### src/rtl/hazard_stall_unit.sv
// RAW stall detection for the 5-stage MIPS core: E/M/W scoreboard of destinations and Tnew vs decode Tuse.
// Optional STALL_CNT_EN macro adds a free-running count of stalled cycles on stall_cnt.
module hazard_stall_unit #(
   parameter int NREG  = 5,
   parameter int CNT_W = 32
) (
   input  logic             clk,
   input  logic             reset,
   input  logic [31:0]      IR_D,
   output logic             stall,
   output logic             en_PC,
   output logic             en_D,
   output logic             clr_E,
   output logic [CNT_W-1:0] stall_cnt
);

   localparam logic [5:0] OP_RTYPE = 6'h00;
   localparam logic [5:0] OP_J     = 6'h02;
   localparam logic [5:0] OP_JAL   = 6'h03;
   localparam logic [5:0] OP_BEQ   = 6'h04;
   localparam logic [5:0] OP_ORI   = 6'h0D;
   localparam logic [5:0] OP_LUI   = 6'h0F;
   localparam logic [5:0] OP_LW    = 6'h23;
   localparam logic [5:0] OP_SW    = 6'h2B;
   localparam logic [5:0] FN_JR    = 6'h08;
   localparam logic [5:0] FN_ADDU  = 6'h21;
   localparam logic [5:0] FN_SUBU  = 6'h23;

   logic [5:0]      opcode, funct;
   logic [NREG-1:0] rs, rt, rd;
   logic            shamt_zero;

   logic            use_rs, use_rt;
   logic [1:0]      tuse_rs, tuse_rt;
   logic [NREG-1:0] dec_dst;
   logic [1:0]      dec_tnew;

   logic [NREG-1:0] e_dst_q, e_dst_d, m_dst_q, m_dst_d, w_dst_q, w_dst_d;
   logic [1:0]      e_tnew_q, e_tnew_d, m_tnew_q, m_tnew_d, w_tnew_q, w_tnew_d;

   assign opcode     = IR_D[31:26];
   assign rs         = IR_D[25:21];
   assign rt         = IR_D[20:16];
   assign rd         = IR_D[15:11];
   assign shamt_zero = (IR_D[10:6] == 5'd0);
   assign funct      = IR_D[5:0];

   always_comb begin
      use_rs   = 1'b0;
      use_rt   = 1'b0;
      tuse_rs  = 2'd0;
      tuse_rt  = 2'd0;
      dec_dst  = '0;
      dec_tnew = 2'd0;
      unique case (opcode)
         OP_RTYPE: begin
            // Non-zero shamt is not a supported encoding and decodes as nop.
            if (shamt_zero && (funct == FN_ADDU || funct == FN_SUBU)) begin
               use_rs   = 1'b1;
               use_rt   = 1'b1;
               tuse_rs  = 2'd1;
               tuse_rt  = 2'd1;
               dec_dst  = rd;
               dec_tnew = 2'd1;
            end else if (shamt_zero && funct == FN_JR) begin
               use_rs  = 1'b1;
               tuse_rs = 2'd0;
            end
         end
         OP_BEQ: begin
            use_rs = 1'b1;
            use_rt = 1'b1;
         end
         OP_ORI: begin
            use_rs   = 1'b1;
            tuse_rs  = 2'd1;
            dec_dst  = rt;
            dec_tnew = 2'd1;
         end
         OP_LUI: begin
            dec_dst  = rt;
            dec_tnew = 2'd1;
         end
         OP_LW: begin
            use_rs   = 1'b1;
            tuse_rs  = 2'd1;
            dec_dst  = rt;
            dec_tnew = 2'd2;
         end
         OP_SW: begin
            use_rs  = 1'b1;
            use_rt  = 1'b1;
            tuse_rs = 2'd1;
            tuse_rt = 2'd2;
         end
         OP_JAL: begin
            dec_dst  = 5'd31;
            dec_tnew = 2'd0;
         end
         OP_J:    ;
         default: ;
      endcase
   end

   function automatic logic hit(input logic [NREG-1:0] dst, input logic [1:0] tnew,
                                input logic used, input logic [NREG-1:0] src,
                                input logic [1:0] tuse);
      return used && (dst != '0) && (dst == src) && (tnew > tuse);
   endfunction

   // W always holds tnew 0, so its terms can never fire; they fold away in synthesis.
   always_comb begin
      stall = hit(e_dst_q, e_tnew_q, use_rs, rs, tuse_rs)
            | hit(e_dst_q, e_tnew_q, use_rt, rt, tuse_rt)
            | hit(m_dst_q, m_tnew_q, use_rs, rs, tuse_rs)
            | hit(m_dst_q, m_tnew_q, use_rt, rt, tuse_rt)
            | hit(w_dst_q, w_tnew_q, use_rs, rs, tuse_rs)
            | hit(w_dst_q, w_tnew_q, use_rt, rt, tuse_rt);
   end

   assign en_PC = ~stall;
   assign en_D  = ~stall;
   assign clr_E = stall;

   always_comb begin
      e_dst_d  = stall ? '0 : dec_dst;
      e_tnew_d = stall ? 2'd0 : dec_tnew;
      m_dst_d  = e_dst_q;
      m_tnew_d = (e_tnew_q == 2'd0) ? 2'd0 : e_tnew_q - 2'd1;
      w_dst_d  = m_dst_q;
      w_tnew_d = 2'd0;
   end

   always_ff @(posedge clk) begin
      if (reset) begin
         e_dst_q  <= '0;
         e_tnew_q <= 2'd0;
         m_dst_q  <= '0;
         m_tnew_q <= 2'd0;
         w_dst_q  <= '0;
         w_tnew_q <= 2'd0;
      end else begin
         e_dst_q  <= e_dst_d;
         e_tnew_q <= e_tnew_d;
         m_dst_q  <= m_dst_d;
         m_tnew_q <= m_tnew_d;
         w_dst_q  <= w_dst_d;
         w_tnew_q <= w_tnew_d;
      end
   end

`ifdef STALL_CNT_EN
   logic [CNT_W-1:0] cnt_q, cnt_d;

   assign cnt_d = stall ? cnt_q + 1'b1 : cnt_q;

   always_ff @(posedge clk) begin
      if (reset) cnt_q <= '0;
      else       cnt_q <= cnt_d;
   end

   assign stall_cnt = cnt_q;
`else
   assign stall_cnt = '0;
`endif

endmodule

### config.mk
export PLATFORM = sky130hd
export DESIGN_NAME = hazard_stall_unit
export DESIGN_NICKNAME = d
export VERILOG_FILES = /design/src/rtl/hazard_stall_unit.sv
export SDC_FILE = /design/constraint.sdc
export NUM_CORES = 1
export LEC_CHECK = 0
export BUFFER_PORTS_ARGS = -buffer_cell sky130_fd_sc_hd__buf_4
export CORE_MARGIN = 10
export CORE_UTILIZATION = 45
export DETAILED_ROUTE_END_ITERATION = 12
export PLACE_DENSITY = 0.8
export SYNTH_ARGS = -nofsm -noshare
export SYNTH_HDL_FRONTEND = slang
export SYNTH_SLANG_ARGS = --single-unit
export TNS_END_PERCENT = 30
### constraint.sdc
create_clock -name clk -period 3.45 [get_ports clk]
set_input_delay 0.345 -clock clk [delete_from_list [all_inputs] [get_ports clk]]
set_output_delay 0.345 -clock clk [all_outputs]
set_load 0.1 [all_outputs]
==> flow_metrics.py <==
metrics = {
    "grt": {
        "grt_max_degree": 15,
        "grt_pass1_wl_um": 5330,
        "overflow": 0,
        "grt_pass1_vias": 1158,
        "grtUsageTotal": 0.118,
        "antenna_found_initial": 0,
    },
    "timing": {
        "final_hold_viol_count": 0,
        "fin_hold_ws_ns": 0.332,
        "setup_viol_count_final": 0,
        "min_period_ns": 3.08,
        "worst_clock_skew_ns": 0.00360,
        "fmax_mhz": 324,
        "timing.final.ws_setup_ns": 0.367,
        "slew_violations": 0,
        "rsz0062_at_grt": "no",
        "finalCritPeriodShare": 0.894,
    },
    "drt": {
        "highest_layer": "met4",
        "wl_um": 3290,
        "drc_errors": 0,
        "post_drt_wl_per_cell_um": 14.4,
        "wl_met2_um": 1730,
        "drt-met1-wl_um": 1310,
        "vias_per_cell": 4.93,
        "dr.pass1.iters": 4,
        "ant_nets": 0,
        "drt-initial-drc-count": 39,
        "num_vias": 1129,
        "wl_met3_um": 209,
    },
    "status": {
        "status": "finished, final reports clean",
    },
    "synthesis": {
        "yosysMostFrequentCell": "buf_4",
        "ys_types": 39,
        "yosysSeqAreaShare": 0.209,
        "synth_top_area_share": 0.209,
        "post-synth-top-area-cell": "dfxtp_1",
        "synthTopCellsByCount": "34 x buf_4, 14 x dfxtp_1, 14 x xnor2_1",
        "avgSynthCellArea_um2": 8.32,
        "synth_flop_cell": "dfxtp_1",
        "asyncSetResetFlopFracSynth": 0,
        "synth_seq_cells": 14,
        "synth_edf_count": 0,
        "yosys_warnings": 0,
        "yosys-top-cells-area": "dfxtp_1 21%, buf_4 19%, xnor2_1 9.2%",
        "synth_area_um2": 1340,
        "syn_inst": 161,
    },
    "setup_path": {
        "required_ns": 3.11,
        "worstSetupPathType": "in2out",
        "startpoint_type": "input port",
        "ff2ff_setup_slack_ns": 1.19,
        "cp-end-kind": "primary output",
        "crit_fanout": 8,
        "arrival_ns": 2.74,
    },
    "final_layout": {
        "utilization": 0.558,
        "fillers": 269,
        "diodes": 0,
        "synthToLayoutAreaGrowth_pct": 16.8,
        "drive_gt1_frac": 0.242,
        "nets": 238,
    },
    "hold_path": {
        "hp-class": "in2reg",
    },
    "placement": {
        "place_hpwl_um": 2840,
        "portBuffers": 37,
        "place_congestion": 0.828,
        "place_ws_ns": 0.275,
    },
    "clock_tree": {
        "hold_buffers": 0,
        "cts_tree": "yes",
        "cts_max_level": 1,
        "cts_buffers": 3,
        "cts_root_buf": "clkbuf_4",
        "cts_max_path_buffers": 2,
        "cts.sinks": 14,
        "insertion_delay_ns": 0.28,
        "clkSlewWorstSetupHoldPaths_ns": 0.08,
    },
    "power": {
        "p_per_area_nw_per_um2": 326,
        "ir_drop_uv": 209,
        "total_power_mw": 0.511,
        "leakage_nw": 0.741,
    },
    "floorplanning": {
        "die_area_um2": 5560,
        "initial_core_util": 0.478,
        "die_w_um": 74.6,
        "placementRows": 19,
        "core-area_um2": 2810,
        "num_io_pins": 70,
        "die_y_um": 74.6,
    },
    "flow_run": {
        "cap_violations": 0,
    },
}
layout make-up:
| type | count | area, µm² | share of cell area |
|---|---|---|---|
| clock buffers | 4 | 36.3 | 0.0232 |
| inverters | 5 | 18.8 | 0.0120 |
| flip-flops and latches | 14 | 280 | 0.179 |
| multi-input cells | 136 | 898 | 0.574 |
| repair buffers | 39 | 293 | 0.187 |
| well taps | 31 | 38.8 | 0.0248 |
flip-flops by register name (all words and copies together), names as in the netlist:
signal and count:
e_dst_q 5, e_tnew_q 2, m_dst_q 5, m_tnew_q 2
per-stage QoR:
step / instance area, µm² / setup TNS, ns / cells
2_1_floorplan: 1460 / -0.160 / 192
4_1_cts: 1550 / 0 / 229
5_1_grt: 1570 / 0 / 229
3_3_place_gp: 1520 / 0 / 225
3_5_place_dp: 1520 / 0 / 225
6_report: 1570 / 0 / 229
final timing paths:
path / startpoint / end / cells past startpoint
hold / removal: reset / m_dst_q[2]$_SDFF_PP0_ / 2
hold reg to reg: e_tnew_q[0]$_SDFF_PP0_ / m_tnew_q[0]$_SDFF_PP0_ / 1
setup reg to reg: e_dst_q[0]$_SDFF_PP0_ / e_dst_q[3]$_SDFF_PP0_ / 6
setup / recovery: IR_D[8] / en_PC / 10
routing by layer:
layer | GRT usage | vias to the layer above
li1 | - | 573
met1 | 0.125 | 515
met2 | 0.221 | 34
met3 | 0.0386 | 7
met4 | 0.0252 | 0
met5 | 0 | -
cell families after synthesis:
group / after synthesis / synth area share
AOI/OAI and AO/OA: 25 / 0.134
xor gates and xnor gates: 20 / 0.136
adders and majority gates: 5 / 0.0467
buffers and inverters: 42 / 0.218
DFF: 14 / 0.209
other: 1 / 0.00280
and+or+nand+nor: 54 / 0.253
layout by cell type, fill, tap and decap left out, drive strengths merged:
master and count:
and3b 1, nor3 6, dfxtp 14, ha 5, inv 5, xor2 5, nor2b 11, nor4 1
clkbuf 4, nor2 4, o22a 1, a21o 4, o221a 1, o21ai 7, or4 4, a31oi 1
xnor2 15, buf 39, nor3b 1, a22o 5, and2 1, and4b 6, o21a 1, o2111ai 1
nor4b 1, nand2b 1, nand4 2, a41oi 1, a21oi 2, a2111oi 1, nand3 4, nor4bb 1
conb 32, nand2 9, or3 1
critical path, stage by stage:
cell,delay [ns]
buf_4,0.11
nor4_2,0.29
nand4_1,0.21
nor3_4,0.27
ha_1,0.26
a2111oi_0,0.38
a41oi_1,0.16
a21o_1,0.26
and2_1,0.20
buf_4,0.23
report_power, final:
part | internal, mW | total, mW | leakage, nW | switching [mW]
Sequential | 0.163 | 0.165 | 0.113 | 0.00218
Combinational | 0.0447 | 0.228 | 0.607 | 0.184
Clock | 0.0642 | 0.117 | 0.0210 | 0.0529
Total | 0.272 | 0.511 | 0.741 | 0.239
repair_timing:
item / in CTS / in global routing
setup endpoints to repair: 0 / 4
gates resized for setup: 0 / 2
setup buffers: 0 / 0
Power figures use the tool's default switching activity.
